`src/rtl/if_id_skid_stage.sv`:
```
// if_id_skid_stage: elastic IF/ID stage with a 2-entry skid buffer, flush masking and a saturating flush counter.
// in_ready is a register, so decode stalls never reach fetch combinationally.
module if_id_skid_stage #(
   parameter int                   WORD_SIZE = 16,
   parameter int                   PC_WIDTH  = 16,
   parameter logic [WORD_SIZE-1:0] NOP_VALUE = '0,
   parameter int                   CNT_WIDTH = 8
) (
   input  logic                 Clk,
   input  logic                 Reset_N,
   input  logic                 in_valid,
   output logic                 in_ready,
   input  logic [PC_WIDTH-1:0]  in_pc,
   input  logic [WORD_SIZE-1:0] in_instr,
   input  logic                 Flush,
   output logic                 out_valid,
   input  logic                 out_ready,
   output logic [PC_WIDTH-1:0]  out_pc,
   output logic [WORD_SIZE-1:0] out_instr,
   output logic [1:0]           occupancy,
   output logic [CNT_WIDTH-1:0] flush_cnt
);
   typedef enum logic [1:0] {EMPTY = 2'd0, ONE = 2'd1, FULL = 2'd2} state_t;
   state_t               state;
   logic                 valid_q;
   logic                 ready_q;
   logic [PC_WIDTH-1:0]  main_pc;
   logic [PC_WIDTH-1:0]  skid_pc;
   logic [WORD_SIZE-1:0] main_instr;
   logic [WORD_SIZE-1:0] skid_instr;
   logic [CNT_WIDTH-1:0] cnt;
   logic                 in_fire;
   logic                 out_fire;
   assign in_ready  = ready_q;
   assign in_fire   = in_valid & ready_q;
   assign out_valid = valid_q & ~Flush;
   assign out_fire  = out_valid & out_ready;
   assign out_pc    = main_pc;
   assign out_instr = out_valid ? main_instr : NOP_VALUE;
   assign occupancy = state;
   assign flush_cnt = cnt;
   always_ff @(posedge Clk) begin
      if (!Reset_N) begin
         state      <= EMPTY;
         valid_q    <= 1'b0;
         ready_q    <= 1'b1;
         main_pc    <= '0;
         main_instr <= NOP_VALUE;
         skid_pc    <= '0;
         skid_instr <= '0;
         cnt        <= '0;
      end else if (Flush) begin
         state      <= EMPTY;
         valid_q    <= 1'b0;
         ready_q    <= 1'b1;
         skid_pc    <= '0;
         skid_instr <= '0;
         // only flushes that actually threw work away are counted
         if ((state != EMPTY || in_fire) && !(&cnt))
            cnt <= cnt + 1'b1;
      end else begin
         case (state)
            EMPTY:
               if (in_fire) begin
                  state      <= ONE;
                  valid_q    <= 1'b1;
                  main_pc    <= in_pc;
                  main_instr <= in_instr;
               end
            ONE:
               if (in_fire && out_fire) begin
                  main_pc    <= in_pc;
                  main_instr <= in_instr;
               end else if (out_fire) begin
                  state   <= EMPTY;
                  valid_q <= 1'b0;
               end else if (in_fire) begin
                  state      <= FULL;
                  skid_pc    <= in_pc;
                  skid_instr <= in_instr;
                  ready_q    <= 1'b0;
               end
            FULL:
               if (out_fire) begin
                  state      <= ONE;
                  main_pc    <= skid_pc;
                  main_instr <= skid_instr;
                  ready_q    <= 1'b1;
               end
            default: begin
               state   <= EMPTY;
               valid_q <= 1'b0;
               ready_q <= 1'b1;
            end
         endcase
      end
   end
endmodule

```
`config.mk`:
```
export PLATFORM = sky130hd
export DESIGN_NAME = if_id_skid_stage
export DESIGN_NICKNAME = d
export VERILOG_FILES = /design/src/rtl/if_id_skid_stage.sv
export SDC_FILE = /design/constraint.sdc
export NUM_CORES = 1
export LEC_CHECK = 0
export ABC_AREA = 0
export BUFFER_PORTS_ARGS = -buffer_cell sky130_fd_sc_hd__buf_4
export CAP_MARGIN = 15
export CORE_MARGIN = 2
export CORE_UTILIZATION = 47
export DETAILED_ROUTE_END_ITERATION = 6
export GPL_ROUTABILITY_DRIVEN = 0
export GPL_TIMING_DRIVEN = 0
export PLACE_DENSITY = 0.75
export SLEW_MARGIN = 20
export SYNTH_ARGS = -nofsm -noshare
export SYNTH_HDL_FRONTEND = slang
export SYNTH_SLANG_ARGS = --single-unit
```
`constraint.sdc`:
```
create_clock -name Clk -period 2 [get_ports Clk]
set_clock_uncertainty 0.05 [all_clocks]
set_input_delay 0 -clock Clk [delete_from_list [all_inputs] [get_ports Clk]]
set_output_delay 0 -clock Clk [all_outputs]
set_load 0.01 [all_outputs]
```
-- Word level (Yosys, flattened, before mapping)
Cells that the tools add are included.
- register bits after elaboration: 76
- input bits: 37
- add/subtract/negate cells: 1
- eq/ne operators: 10
- muxes and demuxes: 24
- bitwise gates (word level): 9
- reduce and logical (&&, ||, !) cells: 15
- operator list (operator ; number):
    16-bit two-way mux ; 7
    16-bit one-hot mux with 3 select lines ; 2
    2-bit != test (second input constant) ; 7
    4-bit AND reduction ; 3
    2-bit two-way mux ; 5
    5-bit AND reduction ; 2
    8-bit by 1-bit adder with 8-bit output (second input constant) ; 1
    8-bit AND reduction ; 1
    1-bit two-way mux ; 7
    1-bit NOT ; 6
    1-bit one-hot mux with 3 select lines ; 2
    2-bit one-hot mux with 3 select lines ; 1
    1-bit bitwise AND ; 3
    3-bit != test (second input constant) ; 1
    3-bit nonzero test ; 1
    2-bit by 1-bit == test with 1-bit output (second input constant) ; 1
    2-bit == test (second input constant) ; 1
    1-bit logical AND ; 2
    2-bit zero test ; 1
    2-bit AND reduction ; 1
    2-bit nonzero test ; 1
    2-bit OR reduction ; 1
    1-bit zero test ; 1
    1-bit logical OR ; 1

-- Logic depth before layout (Yosys ltp)
- depth in word-level cells: 6
- depth in mapped cells: 8
- depth with buffers taken out: 4

-- Worst setup path after synthesis
OpenSTA, ideal clock, no wires.
- path kind: register to register
- from: register cnt[0], in the netlist flush_cnt[0]
- to: register cnt[2], in the netlist flush_cnt[2]
- library setup time: 72 ps
- data arrival time: 1498 ps
- required time: 1878 ps
- setup slack: 380 ps
- cell stages (with the launch flop): 6
- path buffers: 1
- clock period less this slack: 1620 ps
- cell sequence: dfxtp_1 > ha_1 > and4_1 > buf_2 > or4_1 > a21oi_1
- longest elaborated chain between the ends: 4
- elaborated cells on any way between the ends: 5
- classes of those cells: add/sub: 1; reduce/logical: 4
- RTL lines (element ; RTL line ; RTL):
    from (decl) ; 31 ; logic [CNT_WIDTH-1:0] cnt;
    from (signal assigned) ; 60 ; cnt <= cnt + 1'b1;
    parallel branches: the longest is 4 deep, another holds 8-bit by 1-bit adder with 8-bit output ; -- ;
Several ways; the timed one is not identified.
A chain may end at the register's enable or synchronous reset.

-- Worst setup path in the final report
- from: register state[1], in the netlist occupancy[1]
- to: register main_pc[15], in the netlist out_pc[15]
- longest elaborated chain between the ends: 3
- elaborated cells on any way between the ends: 9
- classes of those cells: eq/ne: 5; mux: 1; reduce/logical: 3
- RTL lines (element ; RTL line ; RTL):
    from (decl) ; 24 ; state_t state;
    from (signal assigned) ; 44 ; state <= EMPTY;
    from (signal assigned) ; 53 ; state <= EMPTY;
    from (signal assigned) ; 65 ; state <= ONE;
    2-bit by 1-bit == test with 1-bit output (tied with other cells) ; 62 ; case (state)
    2-bit != test (no line) / 3-bit nonzero test (equally long branches) ; -- ;
    5-bit AND reduction (no line) ; -- ;
    to (signal assigned) ; 67 ; main_pc <= in_pc;
    to (signal assigned) ; 72 ; main_pc <= in_pc;
    to (signal assigned) ; 86 ; main_pc <= skid_pc;
    to (decl) ; 27 ; logic [PC_WIDTH-1:0] main_pc;
Several ways; a longest one is shown, not always the timed one.

==> flow_metrics.env <==
export IMPL_routedWlPerCell_um=14.77
export IMPL_netlist_area_mm2=0.003513
export IMPL_min_delay_start="in_valid"
export IMPL_timing_final_crit_share=0.9491
export IMPL_dieWidth_um=90.46
export IMPL_place_ws_ns=0.1030
export IMPL_insertion_delay_ns=0.35
export IMPL_cts_tree="yes"
export IMPL_grt_max_degree=14
export IMPL_cap_violations=0
export IMPL_whs_path_depth=3
export IMPL_slowest_stage="clkbuf_1"
export IMPL_via_per_inst=5.236
export IMPL_rrSetupSlack_ns=0.10
export IMPL_crit_family="buffers and inverters"
export IMPL_synth_common_cells="dfxtp_1, nand2_1, a21oi_1"
export IMPL_fin_hold_ws_ns=0.01317
export IMPL_powerDensity_mw_per_mm2=683.9
export IMPL_r2r_end="out_pc[15]$_SDFFE_PN0P_"
export IMPL_num_rows=31
export IMPL_port_buffers=80
export IMPL_ys_seq_elements=76
export IMPL_root_buffer="clkbuf_8"
export IMPL_setup_violations=0
export IMPL_crit_buf_inv=3
export IMPL_drc=0
export IMPL_layout_nets=544
export IMPL_synth_cell_types=41
export IMPL_core_area_mm2=0.007253
export IMPL_slew_violations=0
export IMPL_min_to="in_ready$_SDFFE_PP1P_"
export IMPL_htree_num_levels=3
export IMPL_cp_end_kind="flip-flop"
export IMPL_rsz0062_at_grt="no"
export IMPL_synthFlopType="dfxtp_1"
export IMPL_start_util=0.4844
export IMPL_grt_antenna_before_repair=0
export IMPL_placed_area_mm2=0.004238
export IMPL_drt_wl_total_um=9010
export IMPL_diodes=0
export IMPL_ant_nets=0
export IMPL_drive_above_1_share=0.2955
export IMPL_path_cells="buf_4 > nand2b_1 > buf_6 > a21oi_2 > clkbuf_1 > nor3_1 > a211oi_2"
export IMPL_syn_avg_cell_area_um2=9.173
export IMPL_synth_top_area_frac=0.4330
export IMPL_dp_hpwl_um=6031
export IMPL_vias=3194
export IMPL_synth_edf_count=0
export IMPL_ios=81
export IMPL_grt_usage=0.2250
export IMPL_synth_cells=383
export IMPL_fin_ws_ns=0.1019
export IMPL_cts_sinks=76
export IMPL_status="finished, final reports clean"
export IMPL_async_flop_share=0
export IMPL_path_max_fanout=10
export IMPL_synth_net_count=421
export IMPL_final_hold_viol_count=0
export IMPL_syn2layout_area_growth_pct=35.43
export IMPL_min_period_ns=1.898
export IMPL_crit_reg2reg_launch="occupancy[1]$_SDFFE_PP0P_"
export IMPL_first_pass_iters=4
export IMPL_fp_dieH_um=90.46
export IMPL_worstPathArrival_ns=2.11
export IMPL_first_iter_violations=150
export IMPL_tightest_slew_ns=0.7593
export IMPL_die_area_mm2=0.008183
export IMPL_timing_fmax_mhz=526.8
export IMPL_rr_worst_depth=7
export IMPL_relSlewSlack=0.4938
export IMPL_worst_setup_path_start_kind="flip-flop"
export IMPL_grt_pass1_vias=3086
export IMPL_yosysTopAreaCell="dfxtp_1"
export IMPL_cts_buffer_depth=2
export IMPL_postLayoutCellArea_mm2=0.004758
export IMPL_vdd_drop_max_mv=0.3445
export IMPL_leakage_uw=0.002024
export IMPL_grt_overflow_total=0
export IMPL_yosys_warnings=0
export IMPL_critical_path_class="reg2reg"
export IMPL_cts_buffers=9
export IMPL_clkTransAtPathRegs_ns=0.08
export IMPL_synth_area_leaders="dfxtp_1, a211oi_2, mux2i_1"
export IMPL_synth_most_common_cell="dfxtp_1"
export IMPL_slowest_delay_ns=0.41
export IMPL_ys_seq_area_frac=0.4330
export IMPL_grt_pass1_wl_um=14960
export IMPL_tns_ns=0
export IMPL_required_ns=2.22
export IMPL_hp_class="in2reg"
export IMPL_total_power_uw=3254
==> tightest hold or removal path: cells and delay by family <==
| kind | cells | cell delay [ns] |
|---|---|---|
| simple gates | 1 | 0.19 |
| buf+inv | 1 | 0.11 |
| compound gates | 1 | 0.07 |
==> repair_timing <==
item / CTS / global route
setup endpoints to repair: 1 / 29
hold buffers: 32 / 0
buffers inserted: 0 / 0
hold endpoints to repair: 46 / 0
resized for setup: 1 / 7
==> state kept, by name (all words and copies together) (netlist names) <==
register,flops
flush_cnt,8
skid_instr,16
occupancy,2
main_instr,16
in_ready,1
out_pc,16
valid_q,1
skid_pc,16
==> layout make-up <==
type,count,area [um^2]
Fill cell,614,2495
Multi-Input combinational cell,270,1814
Sequential cell,76,1521
Timing Repair Buffer,112,920.9
Buffer,34,173.9
Clock buffer,10,127.6
Tap cell,99,123.9
Clock inverter,6,65.06
Inverter,3,11.26
==> cell usage in the layout (no fill, tap or decap), types with 2 or more instances in the layout <==
| cell | Yosys | final |
|---|---|---|
| nand3_1 | 5 | 5 |
| a31oi_1 | 2 | 2 |
| clkinvlp_4 | 0 | 4 |
| or4_1 | 5 | 5 |
| and4_1 | 2 | 2 |
| buf_2 | 9 | 9 |
| nand2b_1 | 4 | 4 |
| nor3_1 | 33 | 33 |
| a211oi_2 | 30 | 30 |
| mux2i_1 | 32 | 32 |
| buf_6 | 2 | 2 |
| o21bai_1 | 2 | 2 |
| clkbuf_8 | 0 | 9 |
| dlygate4sd3_1 | 0 | 32 |
| and2_1 | 16 | 16 |
| a211oi_1 | 2 | 2 |
| inv_1 | 3 | 3 |
| clkbuf_2 | 0 | 4 |
| buf_4 | 4 | 84 |
| nand2_1 | 66 | 66 |
| a21oi_1 | 43 | 43 |
| o31ai_1 | 4 | 4 |
| o21ai_0 | 2 | 2 |
| clkbuf_1 | 19 | 16 |
| nand3b_4 | 2 | 2 |
| dfxtp_1 | 76 | 76 |
==> report_power, final <==
part | internal, uW | switching, uW
logic | 249 | 249
clock network | 574 | 570
registers | 1570 | 38.5
==> metal layers <==
layer / track usage / share of wire / up-vias
met5: 0 / 0 / -
met4: 0.08974 / 0.014 / 0
met3: 0.03673 / 0.044 / 13
met2: 0.3800 / 0.49 / 83
met1: 0.2862 / 0.45 / 1485
li1: - / - / 1613
==> per-stage QoR <==
stage | utilization | std cells
2_1_floorplan | - | 383
3_3_place_gp | 0.5843 | 562
3_5_place_dp | 0.5843 | 562
4_1_cts | 0.6552 | 610
5_1_grt | 0.6560 | 610
6_report | 0.6560 | 610
==> cells by family (layout without fill, tap and decap cells) <==
group | count (synthesis) | after routing | share of synthesized area
flip-flops | 76 | 76 | 0.4330
adder cells (fa/ha/maj) | 1 | 1 | 0.003561
multiplexers | 32 | 32 | 0.09117
AO/OA/AOI/OAI | 91 | 91 | 0.2073
buffers and inverters | 37 | 165 | 0.05128
AND/OR/NAND/NOR | 146 | 146 | 0.2137
==> worst max path at each step <==
stage,from,slack [ns],depth (start not counted),to
floorplan,flush_cnt[0]$_SDFFE_PN0P_,0.38,5,flush_cnt[2]$_SDFFE_PN0P_
global placement,occupancy[1]$_SDFFE_PP0P_,0.16,7,out_pc[4]$_SDFFE_PN0P_
detailed placement,occupancy[1]$_SDFFE_PP0P_,0.10,7,out_pc[13]$_SDFFE_PN0P_
CTS,occupancy[1]$_SDFFE_PP0P_,0.009,6,main_instr[12]$_SDFFE_PN0P_
global route,occupancy[1]$_SDFFE_PP0P_,0.003,7,out_pc[15]$_SDFFE_PN0P_
finish,occupancy[1]$_SDFFE_PP0P_,0.10,7,out_pc[15]$_SDFFE_PN0P_
(Power assumes the default switching activity.)
